`config.mk`:
```
export PLATFORM = sky130hd
export DESIGN_NAME = bram_readout
export DESIGN_NICKNAME = d
export VERILOG_FILES = /design/src/rtl/bram_readout_pkg.sv /design/src/rtl/readout_fifo.sv /design/src/rtl/bram_readout.sv
export SDC_FILE = /design/constraint.sdc
export NUM_CORES = 1
export LEC_CHECK = 0
export ABC_AREA = 1
export CAP_MARGIN = 20
export CORE_ASPECT_RATIO = 2
export CORE_MARGIN = 1.5
export CORE_UTILIZATION = 45
export DETAILED_ROUTE_END_ITERATION = 8
export PLACE_DENSITY = 0.77
export RECOVER_POWER = 100
export SYNTH_ARGS = -nofsm -noshare
export SYNTH_HDL_FRONTEND = slang
export SYNTH_SLANG_ARGS = --single-unit
export TNS_END_PERCENT = 5
```
`constraint.sdc`:
```
create_clock -name clock -period 3.35 [get_ports clock]
set_input_delay 0.335 -clock clock [delete_from_list [all_inputs] [get_ports clock]]
set_output_delay 0.335 -clock clock [all_outputs]
set_load 0.02 [all_outputs]
```
`src/rtl/bram_readout_pkg.sv`:
```
// Shared definitions for the capture-BRAM read-side sequencer.
//   state_t      : sequencer states IDLE / READ / DRAIN / DONE
//   BRAM_WORD_W  : width of the BRAM output word
//   fifo_depth() : output FIFO depth for a given BRAM read latency
package bram_readout_pkg;

  localparam int unsigned BRAM_WORD_W = 32;

  typedef enum logic [1:0] {
    IDLE  = 2'd0,
    READ  = 2'd1,
    DRAIN = 2'd2,
    DONE  = 2'd3
  } state_t;

  // One slot per read that can be in flight plus one for the sample on the output.
  function automatic int unsigned fifo_depth(input int unsigned rd_latency);
    return rd_latency + 1;
  endfunction

endpackage

```
`src/rtl/readout_fifo.sv`:
```
// Small synchronous FIFO holding returned samples until the consumer takes them.
// The caller guarantees no push when full and no pop when empty.
// Ports:
//   clock, i_reset : clock, synchronous active-high reset (flushes contents)
//   push_i, data_i : write strobe and sample
//   pop_i          : read strobe (head advances)
//   data_o         : head of queue, stable until popped
//   count_o        : current occupancy
//   empty_o        : occupancy is zero
module readout_fifo
  import bram_readout_pkg::*;
#(
  parameter int unsigned DEPTH = 2,
  parameter int unsigned WIDTH = 13
) (
  input  logic                         clock,
  input  logic                         i_reset,
  input  logic                         push_i,
  input  logic [WIDTH-1:0]             data_i,
  input  logic                         pop_i,
  output logic [WIDTH-1:0]             data_o,
  output logic [$clog2(DEPTH+1)-1:0]   count_o,
  output logic                         empty_o
);

  localparam int unsigned PTR_W = (DEPTH > 1) ? $clog2(DEPTH) : 1;
  localparam int unsigned CNT_W = $clog2(DEPTH + 1);

  logic [WIDTH-1:0] mem_q [DEPTH];
  logic [PTR_W-1:0] wr_ptr_q;
  logic [PTR_W-1:0] rd_ptr_q;
  logic [CNT_W-1:0] count_q;

  // Pointer increment with wrap for non-power-of-two depths.
  function automatic logic [PTR_W-1:0] ptr_inc(input logic [PTR_W-1:0] p);
    return (p == PTR_W'(DEPTH - 1)) ? '0 : p + PTR_W'(1);
  endfunction

  // Storage is cleared on reset so the idle sample output reads zero.
  always_ff @(posedge clock) begin
    if (i_reset) begin
      wr_ptr_q <= '0;
      rd_ptr_q <= '0;
      count_q  <= '0;
      for (int i = 0; i < DEPTH; i++) begin
        mem_q[i] <= '0;
      end
    end else begin
      if (push_i) begin
        mem_q[wr_ptr_q] <= data_i;
        wr_ptr_q        <= ptr_inc(wr_ptr_q);
      end
      if (pop_i) begin
        rd_ptr_q <= ptr_inc(rd_ptr_q);
      end
      // Simultaneous push and pop leaves occupancy unchanged.
      case ({push_i, pop_i})
        2'b10:   count_q <= count_q + CNT_W'(1);
        2'b01:   count_q <= count_q - CNT_W'(1);
        default: count_q <= count_q;
      endcase
    end
  end

  assign data_o  = mem_q[rd_ptr_q];
  assign count_o = count_q;
  assign empty_o = (count_q == '0);

endmodule

```
`src/rtl/bram_readout.sv`:
```
// Read-side sequencer for the FIR capture BRAM. On a start pulse with a full
// capture buffer it reads addresses 0..DEPTH-1, absorbs the BRAM read latency
// through a credit-limited output FIFO and streams samples on valid/ready.
// Optional build macro: BRAM_READOUT_LOOP_EN -- address wraps after DEPTH-1 and
// reading repeats until a further i_start, which drains and finishes.
// Ports:
//   clock, i_reset      : clock, synchronous active-high reset
//   i_start, i_mem_full : start pulse, capture-complete flag
//   o_read_addr         : BRAM read address (advances only on an issued read)
//   o_read_enable       : BRAM read enable, high exactly when a read is issued
//   i_read_data         : BRAM output word; low NB_DATA bits are the sample
//   o_data, o_valid     : output sample stream
//   i_ready             : consumer accepts when o_valid && i_ready
//   o_busy              : high in READ/DRAIN
//   o_done              : one-cycle pulse after the last sample is accepted
module bram_readout
  import bram_readout_pkg::*;
#(
  parameter int unsigned NB_ADDR    = 11,
  parameter int unsigned NB_DATA    = 13,
  parameter int unsigned DEPTH      = 2047,
  parameter int unsigned RD_LATENCY = 1
) (
  input  logic                   clock,
  input  logic                   i_reset,
  input  logic                   i_start,
  input  logic                   i_mem_full,
  output logic [NB_ADDR-1:0]     o_read_addr,
  output logic                   o_read_enable,
  input  logic [BRAM_WORD_W-1:0] i_read_data,
  output logic [NB_DATA-1:0]     o_data,
  output logic                   o_valid,
  input  logic                   i_ready,
  output logic                   o_busy,
  output logic                   o_done
);

  localparam int unsigned FIFO_DEPTH = fifo_depth(RD_LATENCY);
  localparam int unsigned CNT_W      = $clog2(FIFO_DEPTH + 1);
  // One spare bit so occupancy + in-flight + a pop credit never wraps.
  localparam int unsigned LOAD_W     = CNT_W + 1;
  localparam logic [NB_ADDR-1:0] LAST_ADDR = NB_ADDR'(DEPTH - 1);

  // Elaboration-time parameter sanity.
  if (DEPTH == 0 || DEPTH > (2 ** NB_ADDR)) begin : g_bad_depth
    $error("bram_readout: DEPTH must be in 1..2**NB_ADDR");
  end
  if (RD_LATENCY < 1 || RD_LATENCY > 2) begin : g_bad_latency
    $error("bram_readout: RD_LATENCY must be 1 or 2");
  end
  if (NB_DATA > BRAM_WORD_W) begin : g_bad_width
    $error("bram_readout: NB_DATA exceeds the BRAM word width");
  end

  state_t                state_q,    state_d;
  logic [NB_ADDR-1:0]    addr_q,     addr_d;
  logic [RD_LATENCY-1:0] inflight_q, inflight_d;
  logic                  busy_q,     busy_d;
  logic                  done_q,     done_d;

  logic [CNT_W-1:0]      fifo_count;
  logic                  fifo_empty;
  logic                  push_c;
  logic                  pop_c;
  logic                  issue_c;
  logic                  drained_c;
  logic [LOAD_W-1:0]     inflight_cnt_c;
  logic [LOAD_W-1:0]     load_c;
  logic                  unused_rd_bits;

  // Output queue for returned samples.
  readout_fifo #(
    .DEPTH (FIFO_DEPTH),
    .WIDTH (NB_DATA)
  ) u_fifo (
    .clock   (clock),
    .i_reset (i_reset),
    .push_i  (push_c),
    .data_i  (i_read_data[NB_DATA-1:0]),
    .pop_i   (pop_c),
    .data_o  (o_data),
    .count_o (fifo_count),
    .empty_o (fifo_empty)
  );

  assign unused_rd_bits = ^i_read_data[BRAM_WORD_W-1:NB_DATA];

  // Bit k of inflight_q marks a read issued k+1 cycles ago; the oldest bit
  // lines up with the BRAM data arriving this cycle.
  assign push_c  = inflight_q[RD_LATENCY-1];
  assign o_valid = ~fifo_empty;
  assign pop_c   = o_valid & i_ready;

  // Everything that will need a FIFO slot: stored samples plus reads in flight.
  always_comb begin
    inflight_cnt_c = '0;
    for (int i = 0; i < RD_LATENCY; i++) begin
      inflight_cnt_c = inflight_cnt_c + LOAD_W'(inflight_q[i]);
    end
  end

  assign load_c = LOAD_W'(fifo_count) + inflight_cnt_c;

  // A slot freed by this cycle's pop counts as a credit, which is what allows
  // one sample per cycle with only RD_LATENCY+1 entries of storage.
  assign issue_c   = (state_q == READ) && (load_c < LOAD_W'(FIFO_DEPTH) + LOAD_W'(pop_c));
  // Nothing left after this cycle's pop: lets o_done follow the last accept directly.
  assign drained_c = (load_c == LOAD_W'(pop_c));

  // In-flight shift register: new read enters at bit 0.
  always_comb begin
    inflight_d    = '0;
    inflight_d[0] = issue_c;
    for (int i = 1; i < RD_LATENCY; i++) begin
      inflight_d[i] = inflight_q[i-1];
    end
  end

  // Next-state, address and status logic.
  always_comb begin
    state_d = state_q;
    addr_d  = addr_q;
    busy_d  = 1'b0;
    done_d  = 1'b0;

    if (issue_c) begin
      addr_d = addr_q + NB_ADDR'(1);
    end

    case (state_q)
      IDLE: begin
        // A fresh pass always starts from address 0.
        if (i_start && i_mem_full) begin
          state_d = READ;
          addr_d  = '0;
        end
      end
      READ: begin
        if (issue_c && (addr_q == LAST_ADDR)) begin
`ifdef BRAM_READOUT_LOOP_EN
          addr_d = '0;
`else
          state_d = DRAIN;
`endif
        end
`ifdef BRAM_READOUT_LOOP_EN
        if (i_start) begin
          state_d = DRAIN;
        end
`endif
      end
      DRAIN: begin
        if (drained_c) begin
          state_d = DONE;
        end
      end
      DONE: begin
        state_d = IDLE;
      end
      default: begin
        state_d = IDLE;
      end
    endcase

    busy_d = (state_d == READ) || (state_d == DRAIN);
    done_d = (state_d == DONE);
  end

  // Sequencer registers.
  always_ff @(posedge clock) begin
    if (i_reset) begin
      state_q    <= IDLE;
      addr_q     <= '0;
      inflight_q <= '0;
      busy_q     <= 1'b0;
      done_q     <= 1'b0;
    end else begin
      state_q    <= state_d;
      addr_q     <= addr_d;
      inflight_q <= inflight_d;
      busy_q     <= busy_d;
      done_q     <= done_d;
    end
  end

  assign o_read_addr   = addr_q;
  assign o_read_enable = issue_c;
  assign o_busy        = busy_q;
  assign o_done        = done_q;

endmodule

```
==> flow_summary.ini <==
[die]
initial_core_util = 0.472
boundaryPins = 65
die-area_um2 = 5320
die_w_um = 52.3
die_h_um = 102
row_count = 35
core_area_um2 = 4640

[routing]
drt-total-wl_um = 4210
drt_iter0_drc = 29
num_vias = 1698
drc = 0
detail_route.vias_per_cell = 5.01
ant_nets = 0
avgRoutedWirePerCell_um = 12.4
dr.pass1.iters = 4

[sta]
fmax_mhz = 372
slew-limit-headroom = 0.567
maxSlewViolCount = 0
holdWs_ns = 0.468
hold_viol_final = 0
finalCritPeriodShare = 0.802
period_needed_ns = 2.69
setup_ws_ns = 0.664
setup_tns_ns = 0
worst-slew-pin-transition_ns = 0.650
finalClockSkew_ns = 0.00427
finalSetupViolations = 0
rsz0062_at_grt = false

[logic_synthesis]
synth-adder-area-share = 0.0400
netlist_area_um2 = 2190
synth_simple_gate_area_frac = 0.204
yosysTopAreaCell = edfxtp_1
ys_types = 23
synth-compound-area-share = 0.0531
synth_mux_area_frac = 0.0668
yosys.area.top_type_share = 0.356
yosys_warnings = 0
ys_seq_area_frac = 0.548
synth_xor_area_frac = 0.00800
synth_top_family_by_area = simple AND/OR/NAND/NOR gates
syn_inst = 234
synth-seq-cells = 47
yosys-top-cells-area = edfxtp_1, dfxtp_1, nor2_1, mux2_2, inv_1
synth_area_per_cell_um2 = 9.36
syn_nets = 278

[critical_path]
crit_type = register to output pin
crit_path_max_fanout = 11
end_kind = output pin
critPathArrivalTime_ns = 2.35
startpoint_type = register
critPathRequiredTime_ns = 3.01

[finish]
n_fill_cell = 419
fin_cells = 339
design_area_um2 = 2800
fin_nets = 327
area_growth_pct = 27.9
diodes = 0
drive_gt1_frac = 0.0880
final_util = 0.604

[placement]
place.gp.congestion = 0.738
placed_cell_area_um2 = 2690
post-dp-hpwl_um = 3200
place_ws_ns = 0.758
dp_cells = 331
port_buffers = 45

[clock_tree]
post_cts_resized = 0
post_cts_buffers = 0
path_clk_slew_ns = 0.08
cts_buffers = 5
clockBufferDepth = 2
cts_tree = done
ctsHoldBuffers = 0
root_buffer = clkbuf_8
clk-insertion-delay-late_ns = 0.30
cts.htree.levels = 2
cts_num_sinks = 47

[pwr]
irDropWorstVdd_v = 0.000321
p_per_area_nw_per_um2 = 523
p_total_mw = 1.46
leakage_nw = 1.23

[run]
maxCapViolCount = 0

[grt]
grt_max_degree = 15
track_usage = 0.172
antenna_found_initial = 0
grt_overflow = 0
grt_pass1_vias = 1705
grt_pass1_wl_um = 6920

[min_path]
min_path_type = register to register

[status]
run_status = complete, no violations
-- worst max-delay path, cell delays in order, from the launching register on --
cell	delay, ns
dfxtp_1	0.39
inv_1	0.08
nand2_1	0.10
nand2_1	0.06
inv_1	0.13
ha_1	0.16
inv_1	0.03
nand2_1	0.07
nand2_1	0.08
nor2_4	0.23
dlygate4sd3_1	0.72
-- power by group --
part	internal, mW	switching (mW)
clock network	0.298	0.181
registers	0.652	0.0347
logic	0.134	0.166
total	1.08	0.382
-- worst paths after layout --
path	from	end	slack (ns)	depth (start not counted)
max reg2reg	u_fifo.count_o[0]	o_busy	1.15	16
min reg2reg	u_fifo.rd_ptr_q	register	0.47	1
min	u_fifo.rd_ptr_q	register	0.47	1
max	u_fifo.count_o[0]	o_read_enable	0.66	10
-- registers in the layout, indices dropped and copies added, names as in the netlist, named ones only --
name,count
u_fifo.mem_q,26
o_read_addr,11
state_q,2
u_fifo.count_o,2
inflight_q,1
o_busy,1
o_done,1
u_fifo.rd_ptr_q,1
u_fifo.wr_ptr_q,1
-- synthesized netlist by cell type --
cell / n
a211oi_1: 1
a21o_1: 1
a21oi_1: 14
a31oi_1: 1
buf_2: 4
buf_6: 1
dfxtp_1: 21
edfxtp_1: 26
ha_1: 7
inv_1: 36
inv_2: 2
mux2_2: 13
nand2_1: 31
nand3_1: 13
nand3_2: 2
nand4_1: 4
nor2_1: 41
nor2_2: 1
nor2_4: 3
nor3_1: 4
nor3b_1: 1
o21ai_0: 5
xor2_1: 2
-- cells in the final DEF, fill, tap and decap left out, types with 5 or more instances in the layout --
cell type	netlist	layout
nand3_1	13	15
clkbuf_8	0	5
dfxtp_1	21	21
nor2_1	41	42
a21oi_1	14	14
ha_1	7	7
o21ai_0	5	5
clkdlybuf4s50_1	0	16
nand2_1	31	31
inv_1	36	36
mux2_2	13	13
dlygate4sd3_1	0	29
edfxtp_1	26	26
-- cells by family after synthesis --
kind of cell / count (synthesis)
AND/OR/NAND/NOR: 100
flip-flops: 47
buffers and inverters: 43
AO/OA/AOI/OAI: 22
multiplexers: 13
adder cells (fa/ha/maj): 7
XOR/XNOR: 2
-- per-layer routing --
metal / vias to the layer above / track usage / part of all wire
met2: 47 / 0.336 / 0.57
li1: 859 / - / -
met1: 782 / 0.154 / 0.36
met3: 10 / 0.0324 / 0.033
met4: 0 / 0.0947 / 0.030
met5: - / 0 / 0
-- final cells by class --
type / instances / area, um^2 / share of cell area
Clock inverter: 2 / 60.1 / 0.0214
Multi-Input combinational cell: 144 / 798 / 0.285
Clock buffer: 6 / 72.6 / 0.0259
Inverter: 38 / 143 / 0.0509
Sequential cell: 47 / 1200 / 0.429
Timing Repair Buffer: 47 / 458 / 0.163
Tap cell: 55 / 68.8 / 0.0246
No activity file was read; power rests on OpenSTA's default activity.
